--- config.mk ---
export PLATFORM = sky130hd
export DESIGN_NAME = count_logger
export DESIGN_NICKNAME = d
export VERILOG_FILES = /design/src/rtl/count_logger_pkg.sv /design/src/rtl/count_logger_sync_fifo.sv /design/src/rtl/count_logger.sv
export SDC_FILE = /design/constraint.sdc
export NUM_CORES = 1
export LEC_CHECK = 0
export CAP_MARGIN = 15
export CORE_MARGIN = 2
export CORE_UTILIZATION = 65
export DETAILED_ROUTE_END_ITERATION = 10
export DONT_BUFFER_PORTS = 1
export PLACE_DENSITY = 0.81
export SYNTH_ARGS = -nofsm -noshare
export SYNTH_HDL_FRONTEND = slang
export SYNTH_HIERARCHICAL = 1
export SYNTH_SLANG_ARGS = --single-unit
--- constraint.sdc ---
create_clock -name clk -period 7.6 [get_ports clk]
set_input_delay 1.14 -clock clk [delete_from_list [all_inputs] [get_ports clk]]
set_output_delay 1.14 -clock clk [all_outputs]
set_load 0.05 [all_outputs]
--- src/rtl/count_logger_pkg.sv ---
`default_nettype none
// +------------------------------------------------------------------+
// | count_logger_pkg : shared widths and FIFO entry layout           |
// | Rev 1.0 -- timestamp field under COUNT_LOGGER_TIMESTAMP_EN       |
// +------------------------------------------------------------------+
package count_logger_pkg;

  localparam int CNT_W = 4;
  localparam int TS_W  = 8;

  typedef struct packed {
`ifdef COUNT_LOGGER_TIMESTAMP_EN
    logic [TS_W-1:0]  ts;
`endif
    logic [CNT_W-1:0] cnt;
  } entry_t;

endpackage

`default_nettype wire

--- src/rtl/count_logger_sync_fifo.sv ---
`default_nettype none
// +------------------------------------------------------------------+
// | sync_fifo : register-based FIFO, head presented combinationally  |
// | Rev 1.0                                                          |
// +------------------------------------------------------------------+
module sync_fifo #(
  parameter int WIDTH = 4,
  parameter int DEPTH = 4
) (
  input  logic                       clk,
  input  logic                       rst,
  input  logic                       push_i,
  input  logic                       pop_i,
  input  logic [WIDTH-1:0]           wdata_i,
  output logic [WIDTH-1:0]           rdata_o,
  output logic [$clog2(DEPTH):0]     level_o,
  output logic                       full_o,
  output logic                       empty_o
);

  localparam int AW = $clog2(DEPTH);
  localparam int LW = AW + 1;

  logic [WIDTH-1:0] mem_q [DEPTH];
  logic [AW-1:0]    wr_ptr_q;
  logic [AW-1:0]    rd_ptr_q;
  logic [LW-1:0]    level_q;
  logic [LW-1:0]    level_d;
  logic             do_push;
  logic             do_pop;

  assign full_o  = (level_q == LW'(DEPTH));
  assign empty_o = (level_q == '0);
  assign do_pop  = pop_i & ~empty_o;
  // A full FIFO still accepts a write when the head leaves in the same cycle.
  assign do_push = push_i & (~full_o | do_pop);

  always_comb begin
    level_d = level_q;
    case ({do_push, do_pop})
      2'b10:   level_d = level_q + 1'b1;
      2'b01:   level_d = level_q - 1'b1;
      default: level_d = level_q;
    endcase
  end

  always_ff @(posedge clk) begin
    if (rst) begin
      wr_ptr_q <= '0;
      rd_ptr_q <= '0;
      level_q  <= '0;
      for (int i = 0; i < DEPTH; i++) mem_q[i] <= '0;
    end else begin
      if (do_push) begin
        mem_q[wr_ptr_q] <= wdata_i;
        wr_ptr_q        <= wr_ptr_q + 1'b1;
      end
      if (do_pop) rd_ptr_q <= rd_ptr_q + 1'b1;
      level_q <= level_d;
    end
  end

  assign rdata_o = mem_q[rd_ptr_q];
  assign level_o = level_q;

endmodule

`default_nettype wire

--- src/rtl/count_logger.sv ---
`default_nettype none
// +------------------------------------------------------------------+
// | count_logger : logs q on each rising edge of g into a FIFO       |
// | Rev 1.0 -- optional out_ts via COUNT_LOGGER_TIMESTAMP_EN         |
// +------------------------------------------------------------------+
module count_logger
  import count_logger_pkg::*;
#(
  parameter int DEPTH = 4,
  parameter int WIDTH = CNT_W
) (
  input  logic                   clk,
  input  logic                   rst,
  input  logic [WIDTH-1:0]       q,
  input  logic                   g,
  output logic [WIDTH-1:0]       out_data,
  output logic                   out_valid,
  input  logic                   out_ready,
  output logic [$clog2(DEPTH):0] level,
  output logic                   full,
  output logic                   overflow
`ifdef COUNT_LOGGER_TIMESTAMP_EN
  ,
  output logic [TS_W-1:0]        out_ts
`endif
);

`ifdef COUNT_LOGGER_TIMESTAMP_EN
  localparam int ENTRY_W = TS_W + WIDTH;
`else
  localparam int ENTRY_W = WIDTH;
`endif

  logic               g_q;
  logic               overflow_q;
  logic               capture;
  logic               pop;
  logic               empty;
  logic [ENTRY_W-1:0] wdata;
  logic [ENTRY_W-1:0] rdata;

  // g_q resets high so a level already high at reset release is not an edge.
  always_ff @(posedge clk) begin
    if (rst) g_q <= 1'b1;
    else     g_q <= g;
  end

  assign capture = g & ~g_q;
  assign pop     = out_valid & out_ready;

  always_ff @(posedge clk) begin
    if (rst)                          overflow_q <= 1'b0;
    else if (capture & full & ~pop)   overflow_q <= 1'b1;
  end

`ifdef COUNT_LOGGER_TIMESTAMP_EN
  logic [TS_W-1:0] ts_q;

  always_ff @(posedge clk) begin
    if (rst) ts_q <= '0;
    else     ts_q <= ts_q + 1'b1;
  end

  assign wdata    = {ts_q, q};
  assign out_ts   = rdata[ENTRY_W-1:WIDTH];
`else
  assign wdata    = q;
`endif

  sync_fifo #(
    .WIDTH (ENTRY_W),
    .DEPTH (DEPTH)
  ) u_fifo (
    .clk     (clk),
    .rst     (rst),
    .push_i  (capture),
    .pop_i   (pop),
    .wdata_i (wdata),
    .rdata_o (rdata),
    .level_o (level),
    .full_o  (full),
    .empty_o (empty)
  );

  assign out_data  = rdata[WIDTH-1:0];
  assign out_valid = ~empty;
  assign overflow  = overflow_q;

endmodule

`default_nettype wire

* Word-level counts from Yosys, hierarchy flattened *
Memory sizes are Yosys's and may differ from the RTL's. A register that Yosys moved wholly into a read port is not among the register bits.
Index checks and enable logic that the tools add are counted.
W data, S select, Z words.

operators by class
  add/subtract/negate cells = 4
  $mul = 0
  divide/modulo/power cells = 0
  order comparisons = 0
  equal/unequal tests = 3
  shift-type cells = 0
  multiplexer cells = 11
  bitwise gates (word level) = 11
  reductions and logical operators = 3

operators with widths
  operator               count
  $and A1 B1 Y1          6
  $mux W1                6
  $mux W2                3
  $pmux W3 S2            1
  $add A2 B1 Y2 const B  2
  $mux W4                1
  $not A1 Y1             4
  $reduce_or A4 Y1       1
  $add A3 B1 Y3 const B  1
  $eq A3 B3 Y1 const B   1
  $logic_not A3 Y1       1
  $sub A3 B1 Y3 const B  1
  $eq A2 B1 Y1 const B   1
  $eq A2 B2 Y1 const B   1
  $reduce_bool A2 Y1     1
  $or A1 B1 Y1           1

storage, ports and cells
  bits in registers = 9
  latch bits = 0
  memory bits (writable) = 16
  memory bits (read-only) = 0
  output and inout bits = 10
  word-level logic and storage cells = 38
  memories = 1

memories
  memory        depth  bits a word  rd ports  clocked after memory_dff  write ports  line                          source
  u_fifo.mem_q  4      4            1         1                         4            count_logger_sync_fifo.sv:24  logic [WIDTH-1:0] mem_q [DEPTH];

* Logic depth before layout (Yosys ltp) *
Gate-level depths: netlist (run 1).

  word-level depth = 11
  gate-level depth with buffers = 11

* By module *
The synthesis (run 1) kept the hierarchy.

by module, submodules not included
  module        instances  cells an instance  area an instance (µm²)  seq. area each (µm²)
  sync_fifo     1          92                 1146.1                  660.6
  count_logger  1          10                 92.6                    40.0

* Worst setup path after synthesis (run 1) *
OpenSTA, ideal clock, no wires.

  path type = input port to flip-flop
  start = in out_ready
  end = reg u_fifo.level_q[2] (netlist: u_fifo/level_o[2])
  library setup time = 0.071 ns
  arrival time = 3.175 ns
  path slack = 4.355 ns
  stages = 10
  path buffers = 0
  cell sequence = nor2b_1 or4b_4 and2_4 inv_1 ha_1 inv_1 fa_1 xor2_1 or3_1 a21oi_1

between the ends
  longest elaborated chain between the ends = 6
  elaborated cells on any way between the ends = 8
  classes of those cells = eq/ne: 2; mux: 1; bitwise: 4; reduce/logical: 1

RTL lines
  what                                                      line                          source
  from (decl)                                               count_logger.sv:18            input logic out_ready,
  $and A1 B1 Y1 *                                           count_logger.sv:49            assign pop = out_valid & out_ready;
  $and A1 B1 Y1 *                                           count_logger_sync_fifo.sv:34  assign do_pop = pop_i & ~empty_o;
  $or A1 B1 Y1                                              count_logger_sync_fifo.sv:36  assign do_push = push_i & (~full_o | do_pop);
  $and A1 B1 Y1                                             count_logger_sync_fifo.sv:36
  $eq A2 B1 Y1 / $eq A2 B2 Y1 (equally long branches)       count_logger_sync_fifo.sv:40  case ({do_push, do_pop})
  $pmux W3 S2 / $reduce_bool A2 Y1 (equally long branches)  -
  to (signal assigned)                                      count_logger_sync_fifo.sv:59  level_q <= level_d;
  to (decl)                                                 count_logger_sync_fifo.sv:27  logic [LW-1:0] level_q;

Mark *: on every way between the ends. The rest lies on a longest branch, timed or not.
A chain may end at the register's enable or synchronous reset.

* Worst setup path after layout (run 1) *
  start = reg u_fifo.level_q[1] (netlist: u_fifo/level_o[1])
  end = reg u_fifo.level_q[2] (netlist: u_fifo/level_o[2])

between the ends
  longest elaborated chain between the ends = 8
  elaborated cells on any way between the ends = 14
  classes of those cells = add/sub: 2; eq/ne: 3; mux: 1; bitwise: 6; reduce/logical: 2

RTL lines
  what                                                      line                          source
  $logic_not A3 Y1 *                                        count_logger_sync_fifo.sv:33  assign empty_o = (level_q == '0);
  net empty                                                 count_logger.sv:38            logic empty;
  $not A1 Y1 *                                              count_logger.sv:86            assign out_valid = ~empty;
  $and A1 B1 Y1 *                                           count_logger.sv:49
  net pop                                                   count_logger.sv:37            logic pop;
  $and A1 B1 Y1 *                                           count_logger_sync_fifo.sv:34
  $or A1 B1 Y1                                              count_logger_sync_fifo.sv:36
  $and A1 B1 Y1                                             count_logger_sync_fifo.sv:36
  $eq A2 B1 Y1 / $eq A2 B2 Y1 (equally long branches)       count_logger_sync_fifo.sv:40
  $pmux W3 S2 / $reduce_bool A2 Y1 (equally long branches)  -

Mark *: on every way through the listed nets, which the timed path passes. The rest lies on a longest branch.

==> run metrics, run 1 <==
GRT overflow 0; most used flip-flop cell after synthesis edfxtp_1; Yosys top cell area share 0.388; largest cells by area after synthesis edfxtp_1, dfxtp_1, mux4_2; Final WS setup 4.33 ns; CP cell instances nor3_1 -> nor2b_1 -> or4b_4 -> and2_4 -> inv_1 -> ha_1 -> inv_1 -> fa_1 -> xor2_1 -> or3_1 -> a21oi_1; mux contribution to synthesized area 0.0727; Post-Synthesis Cells 102; Cell Pwr Density 191 mW/mm2; Routability Congestion 0.825; worst IR drop on VDD 128 uV; Max-cap violations 0; synth unique cells 28; Clock Path Buffers 2; FF-to-FF Start u_fifo/level_o[1]; Worst-path clk slew 0.14 ns; Setup Total Neg Slack 0 ns; number of buffers created by CTS 3; flop-to-flop setup slack 4.33 ns; ant diodes 0; post-DR vias/cell 5.93; Slew Viols, Final 0; Max Fclk 306 MHz; DP HPWL 1610 um; Setup violations, final 0; ys async rst share 0; pre-CTS setup slack 4.24 ns; crit path kind flop to flop; CTS tree yes; GRT Total Usage 0.228; Routed WL 2130 um; switching part of the total 0.246; Post-Synth XOR/XNOR Area 0.0212; Worst setup EP type flop; post-layout minimum cycle time 3.27 ns; skew final 0.00478 ns; Clk Latency, worst-skew pair 0.33 ns; WP data arrival 3.54 ns; layout cells sized above 1 0.135; Final ANT Viol Nets 0; die area 0.00227 mm2; Comb power frac 0.084; Critical Path RT 7.87 ns; Core Box Area 0.00176 mm2; register share of total power 0.669; post-CTS setup buffers 0; worst-margin pin slew 0.707 ns; post-cts resize count 0; most frequent cell after synthesis edfxtp_1; largest area contributor in the netlist edfxtp_1; synth cell count leaders edfxtp_1, and3_1, dfxtp_1; CP max stage delay 0.56 ns; vias in the first global route 710; post-synthesis adder-cell area fraction 0.0263; chip width 47.7 um; Root Driver clkbuf_4; most numerous cell on the critical path inv_1; routed len/inst 16.5 um; I/O pins 18; Compound-Gate Fraction of Synth Area 0.0727; Yosys reg bits 27; layout net count 115; Int Pwr 0.000185 W; HP Class flop to flop; number of synthesized flops with an enable pin 16; CTS Hold Bufs 0; Hold Fails Final Rpt 0; worst r2r dst u_fifo/level_o[2]; first-pass GRT wire length 3370 um; Period Utilization, post-route 0.430; main combinational cell family by area after synthesis simple AND/OR/NAND/NOR gates; Worst setup startpoint u_fifo/level_o[1]; routed via count 765; Psw 0.0000606 W; post-layout util 0.731; unrepaired setup endpoints after global routing false; H-tree depth 1; Detailed Route Iter0 Violations 35; num rows 15; syn avg cell area 12.1 um2; register area share after synthesis 0.566; crit-path max FO 7; Rel. slew slack 0.528; initial core utilization 0.702; clock share of power 0.248; largest net degree at the start of global routing 18; first drt pass iteration count 4; Worst Setup EP u_fifo/level_o[2]; Simple-Gate Fraction of Synth Area 0.211; synth warn 6; die height 47.7 um; Reg2Reg Depth 11; drc violations 0; kind of start point of the critical path flop; status finished clean; Slowest cell on crit path dfxtp_1; Port Buf Inserts 0; Lkg Pwr 0.514 nW; clk sinks 27; Post-Syn Nets 112; initial antenna violation count 0; Cell Area, Synth 0.00124 mm2; Area Growth Syn to Fin 4.14%
-- critical path: cells and delay by family (launching register included) --
family | cells | cell delay, ns
and+or+nand+nor | 5 | 1.70
AOI/OAI and AO/OA | 1 | 0.13
DFF | 1 | 0.56
buffers and inverters | 2 | 0.12
adders and majority gates | 2 | 0.55
xor gates and xnor gates | 1 | 0.16
-- power groups by stage --
stage / clock [W] / combinational, W / sequential, W
final: 0.0000610 / 0.0000205 / 0.000164
after global routing: 0.0000655 / 0.0000222 / 0.000165
after CTS: 0.0000622 / 0.0000207 / 0.000165
after detailed placement: 0 / 0.0000206 / 0.000168
after global placement: 0 / 0.0000200 / 0.000167
after floorplan: 0 / 0.0000183 / 0.000167
-- how the worst min path moves through the flow --
| stage | start | endpoint | slack, ns | cells after the start |
|---|---|---|---|---|
| after global placement | u_fifo/rd_ptr_q[1] | u_fifo/rd_ptr_q[1] | 0.47 | 2 |
| after floorplan | u_fifo/rd_ptr_q[1] | flop | 0.46 | 2 |
| after detailed placement | u_fifo/wr_ptr_q[1] | u_fifo/wr_ptr_q[1] | 0.52 | 2 |
| after CTS | u_fifo/wr_ptr_q[1] | u_fifo/wr_ptr_q[1] | 0.54 | 2 |
| final | u_fifo/rd_ptr_q[1] | u_fifo/rd_ptr_q[1] | 0.52 | 2 |
| after global routing | u_fifo/rd_ptr_q[1] | u_fifo/rd_ptr_q[1] | 0.55 | 2 |
-- through the flow --
step | area (um2) | cells | power (W) | hold slack, ns
6_report | 1290 | 129 | 0.000246 | 0.523
5_1_grt | 1290 | 129 | 0.000253 | 0.546
4_1_cts | 1290 | 129 | 0.000247 | 0.536
3_5_place_dp | 1260 | 125 | 0.000188 | 0.517
3_3_place_gp | 1260 | 125 | 0.000187 | 0.467
2_1_floorplan | 1240 | 102 | 0.000185 | 0.459
-- cell families (layout without fill, tap and decap cells) --
kind of cell             after synthesis  count (layout)
flip-flops                            27              27
adder cells (fa/ha/maj)                2               2
multiplexers                           4               4
AO/OA/AOI/OAI                         13              13
XOR/XNOR                               3               3
buffers and inverters                 10              12
AND/OR/NAND/NOR                       43              43
-- cell usage in the layout, fill, tap and decap left out, types with 3 or more instances in the layout --
master	n
and2_1	4
dfxtp_1	11
nor2b_1	3
and3_1	13
clkbuf_4	3
nand2b_1	4
xor2_1	3
mux4_2	4
inv_1	8
a21oi_1	4
nor2_1	7
edfxtp_1	16
o21ai_0	4
-- state kept, by name, summed over array words and instances, names as in the netlist, named ones only --
signal,cells
u_fifo/mem_q,16
u_fifo/rd_ptr_q,2
overflow,1
g_q,1
u_fifo/level_o,3
u_fifo/wr_ptr_q,2
-- area by class of cell --
class	count	area (um2)
clock buffer	3	22.5
clock inverter	1	5.00
fill	133	474
inverter	8	30.0
multi-input combinational	65	500
sequential	27	701
tap	25	31.3
-- layer usage --
metal,track usage,vias to the layer above,share of wire
met5,0,-,0
met3,0.0453,5,0.036
li1,-,372,-
met4,0.114,0,0.022
met2,0.338,18,0.49
met1,0.323,370,0.45
Note: power is estimated with default switching activity, not from simulation.
==> run 2: changes to the inputs <==
--- a/config.mk
+++ b/config.mk
@@ -7,10 +7,10 @@
 export LEC_CHECK = 0
 export CAP_MARGIN = 15
 export CORE_MARGIN = 2
-export CORE_UTILIZATION = 65
+export CORE_UTILIZATION = 54
 export DETAILED_ROUTE_END_ITERATION = 10
 export DONT_BUFFER_PORTS = 1
-export PLACE_DENSITY = 0.81
+export PLACE_DENSITY = 0.72
 export SYNTH_ARGS = -nofsm -noshare
 export SYNTH_HDL_FRONTEND = slang
 export SYNTH_HIERARCHICAL = 1
==> constraint.sdc (replaced) <==
create_clock -name clk -period 2.8 [get_ports clk]
set_input_delay 0.42 -clock clk [delete_from_list [all_inputs] [get_ports clk]]
set_output_delay 0.42 -clock clk [all_outputs]
set_load 0.05 [all_outputs]
==> run metrics, run 2 (synthesis gave the netlist of run 1 again) <==
Reg with most FFs u_fifo/mem_q; FF-to-FF Start u_fifo/level_o[0]; WP data arrival 2.92 ns; Lkg Pwr 0.546 nW; most numerous cell on the critical path inv_1; GRT overflow 0; worst min-delay path endpoint u_fifo/level_o[2]; Routed WL 2060 um; Final WS setup 0.129 ns; largest net degree at the start of global routing 18; Critical Path RT 3.05 ns; Rel. slew slack 0.567; Area Growth Syn to Fin 8.99%; Worst-path clk slew 0.13 ns; Largest register FFs 16; final non-filler cell total 137; H-tree depth 1; grt met1 use 0.203; Routability Congestion 0.787; Max Fclk 374 MHz; Root Driver clkbuf_4; worst r2r dst u_fifo/level_o[2]; crit path kind flop to flop; Clock Path Buffers 2; clk sinks 27; first drt pass iteration count 4; chip width 51.9 um; Slowest cell on crit path or4b_4; initial core utilization 0.565; Slew Viols, Final 0; Detailed Route Iter0 Violations 20; GR Layer Usage met3 0.0287; worst hold slack 0.147 ns; pre-CTS setup slack 0.0887 ns; Filler cells 181; status finished clean; Port Buf Inserts 0; CTS Hold Bufs 0; post-layout minimum cycle time 2.67 ns; commonest non-fill, non-tap cells in the layout edfxtp_1, and3_1, inv_1, dfxtp_1, nor2_1; Clk Latency, worst-skew pair 0.31 ns; DP HPWL 1550 um; worst IR drop on VDD 324 uV; die height 51.9 um; busiest grt layer met2; skew final 0.00592 ns; CP max stage delay 0.50 ns; post-DR vias/cell 5.55; layout cells sized above 1 0.220; ant diodes 0; hold path startpoint rst; worst-margin pin slew 0.647 ns; GRT Total Usage 0.180; Period Utilization, post-route 0.954; Reg2Reg Depth 11; M2 GR Usage 0.329; Setup violations, final 0; crit-path max FO 5; kind of start point of the critical path flop; Cell Pwr Density 494 mW/mm2; layout net count 120; drc violations 0; CTS tree yes; Worst setup EP type flop; flop-to-flop setup slack 0.13 ns; Placed Cells 132; die area 0.00269 mm2; Core Box Area 0.00219 mm2; HP Class input port to flop; Final ANT Viol Nets 0; routed len/inst 15.0 um; cell family with most CP delay simple AND/OR/NAND/NOR gates; hold path depth 1; vias in the first global route 783; CP cell instances nor3_4 -> nor2b_1 -> or4b_4 -> and2_4 -> inv_1 -> ha_1 -> inv_1 -> fa_1 -> xor2_1 -> or3_1 -> a21oi_2; CP bufs+invs 2; initial antenna violation count 0; first-pass GRT wire length 3440 um; num rows 17; Setup Total Neg Slack 0 ns; most common cell after layout, fill and taps aside edfxtp_1; I/O pins 18; routed via count 760; number of buffers created by CTS 3; Max-cap violations 0; Hold Fails Final Rpt 0
==> run 2: how the worst max path moves through the flow <==
stage,to,depth (start not counted),from
3_3_place_gp,u_fifo/level_o[2],11,u_fifo/level_o[2]
4_1_cts,u_fifo/level_o[2],11,u_fifo/level_o[2]
3_5_place_dp,u_fifo/level_o[2],11,u_fifo/level_o[2]
2_1_floorplan,u_fifo/level_o[2],11,u_fifo/level_o[2]
5_1_grt,u_fifo/level_o[2],11,u_fifo/level_o[0]
6_report,u_fifo/level_o[2],11,u_fifo/level_o[0]
==> run 2: metrics by stage <==
stage          total power (W)   util  cell area [um2]
5_1_grt               0.000694  0.616             1350
2_1_floorplan         0.000503      -             1250
3_5_place_dp          0.000514  0.596             1310
3_3_place_gp          0.000512  0.596             1310
4_1_cts               0.000666  0.608             1330
6_report              0.000667  0.616             1350
==> run 2: repair_timing <==
action,4_1_cts,5_1_grt
setup buffers,0,1
setup endpoints to repair,0,1
gates resized for setup,0,2
==> run 2: worst reg2reg max path, delay by kind of cell, from the launching register on <==
kind	cells	cell delay, ns
simple gates	5	1.32
fa+ha+maj	2	0.54
flops	1	0.36
xor+xnor	1	0.16
compound gates	1	0.14
buf+inv	2	0.11
==> run 2: routing by layer <==
| metal | part of all wire | vias to the layer above |
|---|---|---|
| met5 | 0 | - |
| met3 | 0.037 | 2 |
| li1 | - | 383 |
| met4 | 0.0083 | 0 |
| met1 | 0.40 | 362 |
| met2 | 0.55 | 13 |
==> run 2: final cells by class <==
type	count	area, um2	share of cell area
multi-input combinational	65	515	0.382
sequential	27	704	0.522
tap	28	35.0	0.0260
timing repair buffer	5	37.5	0.0278
inverter	8	30.0	0.0222
clock inverter	1	5.00	0.00371
clock buffer	3	22.5	0.0167
==> run 2: power breakdown <==
group | internal, W | switching [W]
registers | 0.000434 | 0.00000628
logic | 0.0000221 | 0.0000460
clock network | 0.0000534 | 0.000105
